`config.mk`:
```
export PLATFORM = sky130hd
export DESIGN_NAME = riscv_core_amo_ctrl
export DESIGN_NICKNAME = d
export VERILOG_FILES = /design/src/rtl/riscv_core_amo_ctrl.sv
export SDC_FILE = /design/constraint.sdc
export NUM_CORES = 1
export LEC_CHECK = 0
export CORE_MARGIN = 2
export CORE_UTILIZATION = 30
export CTS_BUF_LIST = sky130_fd_sc_hd__clkbuf_2 sky130_fd_sc_hd__clkbuf_4 sky130_fd_sc_hd__clkbuf_8
export DETAILED_ROUTE_END_ITERATION = 10
export REMOVE_ABC_BUFFERS = 1
export SYNTH_ARGS = -nofsm -noshare
export SYNTH_HDL_FRONTEND = slang
export SYNTH_SLANG_ARGS = --single-unit
```
`constraint.sdc`:
```
create_clock -name i_clk -period 14.05 [get_ports i_clk]
set_input_delay 1.405 -clock i_clk [delete_from_list [all_inputs] [get_ports i_clk]]
set_output_delay 1.405 -clock i_clk [all_outputs]
set_load 0.005 [all_outputs]
```
`src/rtl/riscv_core_amo_ctrl.sv`:
```
// rtl/riscv_core_amo_ctrl.sv - RISC-V A-extension sequencer (AMO/LR/SC) with embedded AMO ALU
// Runs one atomic at a time against the data-memory port and owns the LR/SC reservation.

module riscv_core_amo_alu #(
  parameter int DATA_WIDTH = 64
) (
  input  logic [3:0]            op,
  input  logic [DATA_WIDTH-1:0] mem,
  input  logic [DATA_WIDTH-1:0] core,
  output logic [DATA_WIDTH-1:0] result
);

  always_comb begin
    result = core;
    case (op)
      4'd0: result = core;
      4'd1: result = mem + core;
      4'd2: result = mem & core;
      4'd3: result = mem | core;
      4'd4: result = mem ^ core;
      4'd5: result = ($signed(mem) > $signed(core)) ? mem : core;
      4'd6: result = ($signed(mem) < $signed(core)) ? mem : core;
      4'd7: result = (mem > core) ? mem : core;
      4'd8: result = (mem < core) ? mem : core;
      default: result = core;
    endcase
  end

endmodule

module riscv_core_amo_ctrl #(
  parameter int DATA_WIDTH = 64,
  parameter int ADDR_WIDTH = 64
) (
  input  logic                  i_clk,
  input  logic                  i_rst_n,
  input  logic                  i_amo_valid,
  output logic                  o_amo_ready,
  input  logic [3:0]            i_amo_op,
  input  logic                  i_amo_word,
  input  logic [ADDR_WIDTH-1:0] i_amo_addr,
  input  logic [DATA_WIDTH-1:0] i_amo_wdata,
  output logic                  o_amo_rvalid,
  output logic [DATA_WIDTH-1:0] o_amo_rdata,
  output logic                  o_amo_err,
  output logic                  o_mem_req,
  output logic                  o_mem_we,
  output logic                  o_mem_word,
  output logic [ADDR_WIDTH-1:0] o_mem_addr,
  output logic [DATA_WIDTH-1:0] o_mem_wdata,
  input  logic                  i_mem_gnt,
  input  logic                  i_mem_rvalid,
  input  logic [DATA_WIDTH-1:0] i_mem_rdata,
  input  logic                  i_inval_valid,
  input  logic [ADDR_WIDTH-1:0] i_inval_addr,
  output logic                  o_busy
);

  localparam logic [3:0] OP_LR = 4'd9;
  localparam logic [3:0] OP_SC = 4'd10;

  typedef enum logic [2:0] {
    IDLE, RD_REQ, RD_WAIT, WR_REQ, WR_WAIT, RESP
  } state_t;

  state_t                state;
  logic [3:0]            op_q;
  logic                  word_q;
  logic [ADDR_WIDTH-1:0] addr_q;
  logic [DATA_WIDTH-1:0] wdata_q;
  logic                  res_valid;
  logic [ADDR_WIDTH-1:0] res_addr;

  logic                  accept;
  logic                  bad_req;
  logic                  sc_hit;
  logic                  lr_set;
  logic                  sc_accept;
  logic [DATA_WIDTH-1:0] old_ext;
  logic [DATA_WIDTH-1:0] core_ext;
  logic [DATA_WIDTH-1:0] alu_res;
  logic [DATA_WIDTH-1:0] wb_data;
  logic [DATA_WIDTH-1:0] sc_data;

  assign accept    = i_amo_valid && o_amo_ready;
  assign bad_req   = (i_amo_op > OP_SC) ||
                     (i_amo_word ? (i_amo_addr[1:0] != 2'b00) : (i_amo_addr[2:0] != 3'b000));
  assign sc_hit    = res_valid && ((i_amo_addr >> 3) == (res_addr >> 3));
  assign sc_accept = accept && !bad_req && (i_amo_op == OP_SC);
  assign lr_set    = (state == RD_WAIT) && i_mem_rvalid && (op_q == OP_LR);

  // Word operands are sign-extended so the unsigned compares order them like 64-bit values.
  assign old_ext  = word_q ? {{(DATA_WIDTH-32){i_mem_rdata[31]}}, i_mem_rdata[31:0]} : i_mem_rdata;
  assign core_ext = word_q ? {{(DATA_WIDTH-32){wdata_q[31]}}, wdata_q[31:0]} : wdata_q;
  assign wb_data  = word_q ? {{(DATA_WIDTH-32){1'b0}}, alu_res[31:0]} : alu_res;
  assign sc_data  = i_amo_word ? {{(DATA_WIDTH-32){1'b0}}, i_amo_wdata[31:0]} : i_amo_wdata;

  riscv_core_amo_alu #(.DATA_WIDTH(DATA_WIDTH)) u_alu (
    .op     (op_q),
    .mem    (old_ext),
    .core   (core_ext),
    .result (alu_res)
  );

  assign o_mem_word = word_q;
  assign o_mem_addr = addr_q;

  always_ff @(posedge i_clk) begin
    if (!i_rst_n) begin
      state        <= IDLE;
      op_q         <= '0;
      word_q       <= 1'b0;
      addr_q       <= '0;
      wdata_q      <= '0;
      o_amo_ready  <= 1'b1;
      o_amo_rvalid <= 1'b0;
      o_amo_rdata  <= '0;
      o_amo_err    <= 1'b0;
      o_mem_req    <= 1'b0;
      o_mem_we     <= 1'b0;
      o_mem_wdata  <= '0;
      o_busy       <= 1'b0;
    end else begin
      case (state)
        IDLE: begin
          if (accept) begin
            op_q        <= i_amo_op;
            word_q      <= i_amo_word;
            addr_q      <= i_amo_addr;
            wdata_q     <= i_amo_wdata;
            o_amo_ready <= 1'b0;
            o_busy      <= 1'b1;
            o_amo_err   <= bad_req;
            if (bad_req) begin
              state        <= RESP;
              o_amo_rvalid <= 1'b1;
              o_amo_rdata  <= '0;
            end else if (i_amo_op == OP_SC) begin
              if (sc_hit) begin
                state       <= WR_REQ;
                o_mem_req   <= 1'b1;
                o_mem_we    <= 1'b1;
                o_mem_wdata <= sc_data;
              end else begin
                state        <= RESP;
                o_amo_rvalid <= 1'b1;
                o_amo_rdata  <= {{(DATA_WIDTH-1){1'b0}}, 1'b1};
              end
            end else begin
              state     <= RD_REQ;
              o_mem_req <= 1'b1;
              o_mem_we  <= 1'b0;
            end
          end
        end
        RD_REQ: begin
          if (i_mem_gnt) begin
            state     <= RD_WAIT;
            o_mem_req <= 1'b0;
          end
        end
        RD_WAIT: begin
          if (i_mem_rvalid) begin
            o_amo_rdata <= old_ext;
            if (op_q == OP_LR) begin
              state        <= RESP;
              o_amo_rvalid <= 1'b1;
            end else begin
              state       <= WR_REQ;
              o_mem_req   <= 1'b1;
              o_mem_we    <= 1'b1;
              o_mem_wdata <= wb_data;
            end
          end
        end
        WR_REQ: begin
          if (i_mem_gnt) begin
            state     <= WR_WAIT;
            o_mem_req <= 1'b0;
          end
        end
        WR_WAIT: begin
          if (i_mem_rvalid) begin
            state        <= RESP;
            o_mem_we     <= 1'b0;
            o_amo_rvalid <= 1'b1;
            if (op_q == OP_SC) o_amo_rdata <= '0;
          end
        end
        RESP: begin
          state        <= IDLE;
          o_amo_rvalid <= 1'b0;
          o_amo_ready  <= 1'b1;
          o_busy       <= 1'b0;
        end
        default: state <= IDLE;
      endcase
    end
  end

  // An invalidate landing on the LR-set cycle is checked against the new address and wins.
  always_ff @(posedge i_clk) begin
    if (!i_rst_n) begin
      res_valid <= 1'b0;
      res_addr  <= '0;
    end else if (lr_set) begin
      res_addr  <= addr_q;
      res_valid <= !(i_inval_valid && ((i_inval_addr >> 3) == (addr_q >> 3)));
    end else if (sc_accept) begin
      res_valid <= 1'b0;
    end else if (i_inval_valid && ((i_inval_addr >> 3) == (res_addr >> 3))) begin
      res_valid <= 1'b0;
    end
  end

endmodule

```
==> out/qor.yml <==
critical_path:
  worstPathArrival_ps: 8760
  endpoint_kind: "flop"
  rrSetupSlack_ps: 6170
  r2r-start: "o_mem_word"
  r2r_end: "o_mem_wdata[2]"
  path_max_fanout: 55
  cp.required_ps: 14610
  worst_setup_path_start_kind: "input pin"
  critPathKind: "in2reg"
  reg2reg_depth: 21
clock_tree:
  cts.clk_slew.worst_paths_ps: 60
  cts_resized: 0
  cts_buffer_depth: 3
  hold_buffers: 0
  clockRootBuffer: "clkbuf_8"
  postCtsSetupBuffers: 0
  cts_buffers: 69
  clkSinkCount: 332
  clock_latency_ps: 690
  htreeDepth: 3
  cts_tree: "yes"
synthesis:
  synth_area_leader_cell: "dfxtp_1"
  syn_area_per_cell_um2: 7.11
  yosys.area_share.simple_pct: 21.4
  synth_compound_area_share_pct: 29.9
  ys_seq_area_share_pct: 25.9
  synth_top_family_by_area: "compound AO/OA/AOI/OAI gates"
  synth-main-ff-cell: "dfxtp_1"
  synth.area.top_cells: "dfxtp_1 (26%), nand2_1 (9.9%), ha_1 (9.4%), a21oi_1 (7.6%), o21ai_0 (4.8%)"
  yosysUniqueCellTypes: 83
  synth_xor_area_share_pct: 5.67
  synth_top_area_share_pct: 25.9
  netlist_area_um2: 25600
  synth_commonest_cells: "nand2_1 (676), a21oi_1 (390), dfxtp_1 (332)"
  synth-edff-count: 0
  synthCells: 3608
  async_reset_ff_share_pct: 0
  synthAdderAreaFrac_pct: 9.45
  synth_seq_cells: 332
  ys_warn_count: 0
  synthMuxAreaShare_pct: 0.195
  yosysMostFrequentCell: "nand2_1"
timing:
  tns_ps: 0
  post-route-period-util_pct: 58.4
  setup_violations: 0
  clock_skew_ps: 55.3
  rsz0062_at_grt: "no"
  tightest_slew_ps: 1160
  fin_ws_ps: 5850
  slew_viol_final: 0
  hold_viol_final: 0
  period_needed_ps: 8200
  relSlewSlack_pct: 22.2
  fmax_ghz: 0.122
layout:
  fin_area_um2: 32500
  multi_input_area_um2: 17200
  fin_util_pct: 38.3
  fill_cells: 9104
  fin_nets: 4370
  drive_above_1_share_pct: 5.43
  area_growth_syn_to_layout_pct: 26.9
  seqCellArea_um2: 6650
floorplanning:
  die_y_um: 296
  die_w_um: 296
  dieArea_um2: 87800
  rows: 107
  initial_core_util_pct: 30.2
  coreArea_um2: 84900
  pin_count: 466
detailed_routing:
  wl_met1_um: 49800
  drt_iter0_drc: 2565
  ant_nets: 0
  top_layer_used: "met5"
  first_pass_iters: 6
  wirelength_um: 122000
  drc_errors: 0
  wire_per_inst_um: 23.8
  wl_met2_um: 55200
  vias: 28344
  viasPerCell: 5.55
  dr_wl_met3_um: 10100
global_route:
  grt-ovfl-total: 0
  grt_use_total_pct: 26.6
  grt_pass1_wl_um: 176000
  grt_max_degree: 89
  first_global_vias: 26942
  antenna_found_initial: 17
hold_path:
  min_path_type: "reg2reg"
  hp-start: "o_mem_addr[1]"
  hold_end: "o_mem_addr[1]"
  whs_path_depth: 2
placed_design:
  place_congestion: 1.02
  hpwl_um: 86200
  io_buffer_count: 462
  dp_slack_ps: 5240
  placed_cell_area_um2: 31100
run_status:
  status: "complete, no violations"
power_and_ir_drop:
  p_total_w: 0.00473
  p_leak_nw: 12.2
  cellPowerDensity_nw_per_um2: 145
  vdd_drop_max_mv: 0.123
run:
  drv_cap: 0
power breakdown:
group / leakage, nW / total [W] / switching, W / internal (W)
registers: 2.69 / 0.00120 / 0.000146 / 0.00106
clock network: 0.768 / 0.00113 / 0.000505 / 0.000622
logic: 8.71 / 0.00240 / 0.00159 / 0.000809
total: 12.2 / 0.00473 / 0.00224 / 0.00249
worst max-delay path, cell delays in order:
cell             delay, ps
clkdlybuf4s50_1        580
inv_1                  100
nor2_2                 450
buf_4                  360
a21oi_1                160
ha_1                   530
nor4_1                 580
nand4_1                440
nor4_4                 530
o41ai_1                280
nand3_1                280
nor2_4                  40
buf_4                  340
xnor2_4                210
buf_4                  330
a211oi_2               780
buf_4                  300
nand2_2                330
a221oi_1               390
o31ai_1                120
and2_1                 180
worst max-delay path by stage:
stage,from,to,cells after the start
after detailed placement,i_mem_rdata[31],o_mem_wdata[2],21
after global placement,i_mem_rdata[31],o_mem_wdata[2],21
after CTS,i_mem_rdata[31],o_mem_wdata[2],21
after global routing,i_mem_rdata[31],o_mem_wdata[2],21
after floorplan,i_amo_valid,o_amo_err,4
final,i_mem_rdata[31],o_mem_wdata[2],21
layout make-up:
type	count	share of cell area [%]
Clock inverter	19	0.546
Tap cell	1144	4.40
Timing Repair Buffer	510	15.3
Multi-Input combinational cell	2780	52.8
Sequential cell	332	20.4
Antenna cell	6	0.0461
Clock buffer	103	3.91
Inverter	217	2.51
through the flow:
| step | instances | hold slack (ps) |
|---|---|---|
| 2_1_floorplan | 3329 | 436 |
| 3_3_place_gp | 4983 | 442 |
| 3_5_place_dp | 4983 | 445 |
| 4_1_cts | 5105 | 453 |
| 5_1_grt | 5109 | 474 |
| 6_report | 5111 | 452 |
cell usage in the layout (no fill, tap or decap), types with 31 or more instances in the layout:
master           instances
a211oi_1                45
nand3_1                 33
buf_4                   48
xnor2_1                116
o21ai_0                245
a221oi_1                72
ha_1                   192
a21o_1                  71
nor3_1                  33
clkbuf_8                81
dfxtp_1                332
nor4_1                  34
nor2_1                 184
nand2_1                676
xor2_1                  46
o211ai_1                41
clkdlybuf4s50_1        461
inv_1                  215
o22ai_1                 31
a21oi_1                390
a21boi_0                73
nand4_1                123
sequential cells by signal, summed over array words and instances, names as in the netlist:
register and flops:
wdata_q 64, o_mem_req 1, res_addr 61, state 3
o_amo_ready 1, o_busy 1, res_valid 1, op_q 4
o_amo_err 1, o_amo_rdata 64, o_mem_addr 64, o_amo_rvalid 1
o_mem_we 1, o_mem_word 1, o_mem_wdata 64
logic make-up after synthesis:
| kind of cell | count (synthesis) |
|---|---|
| xor gates and xnor gates | 165 |
| AOI/OAI and AO/OA | 1197 |
| adders and majority gates | 193 |
| and+or+nand+nor | 1220 |
| DFF | 332 |
| buffers and inverters | 496 |
| muxes | 5 |
routing by layer:
layer	vias to the layer above	track usage (%)
met1	13413	32.8
met3	285	5.71
li1	13391	-
met2	1237	43.3
met4	18	14.1
met5	-	0
Note: power is estimated with default switching activity, not from simulation.
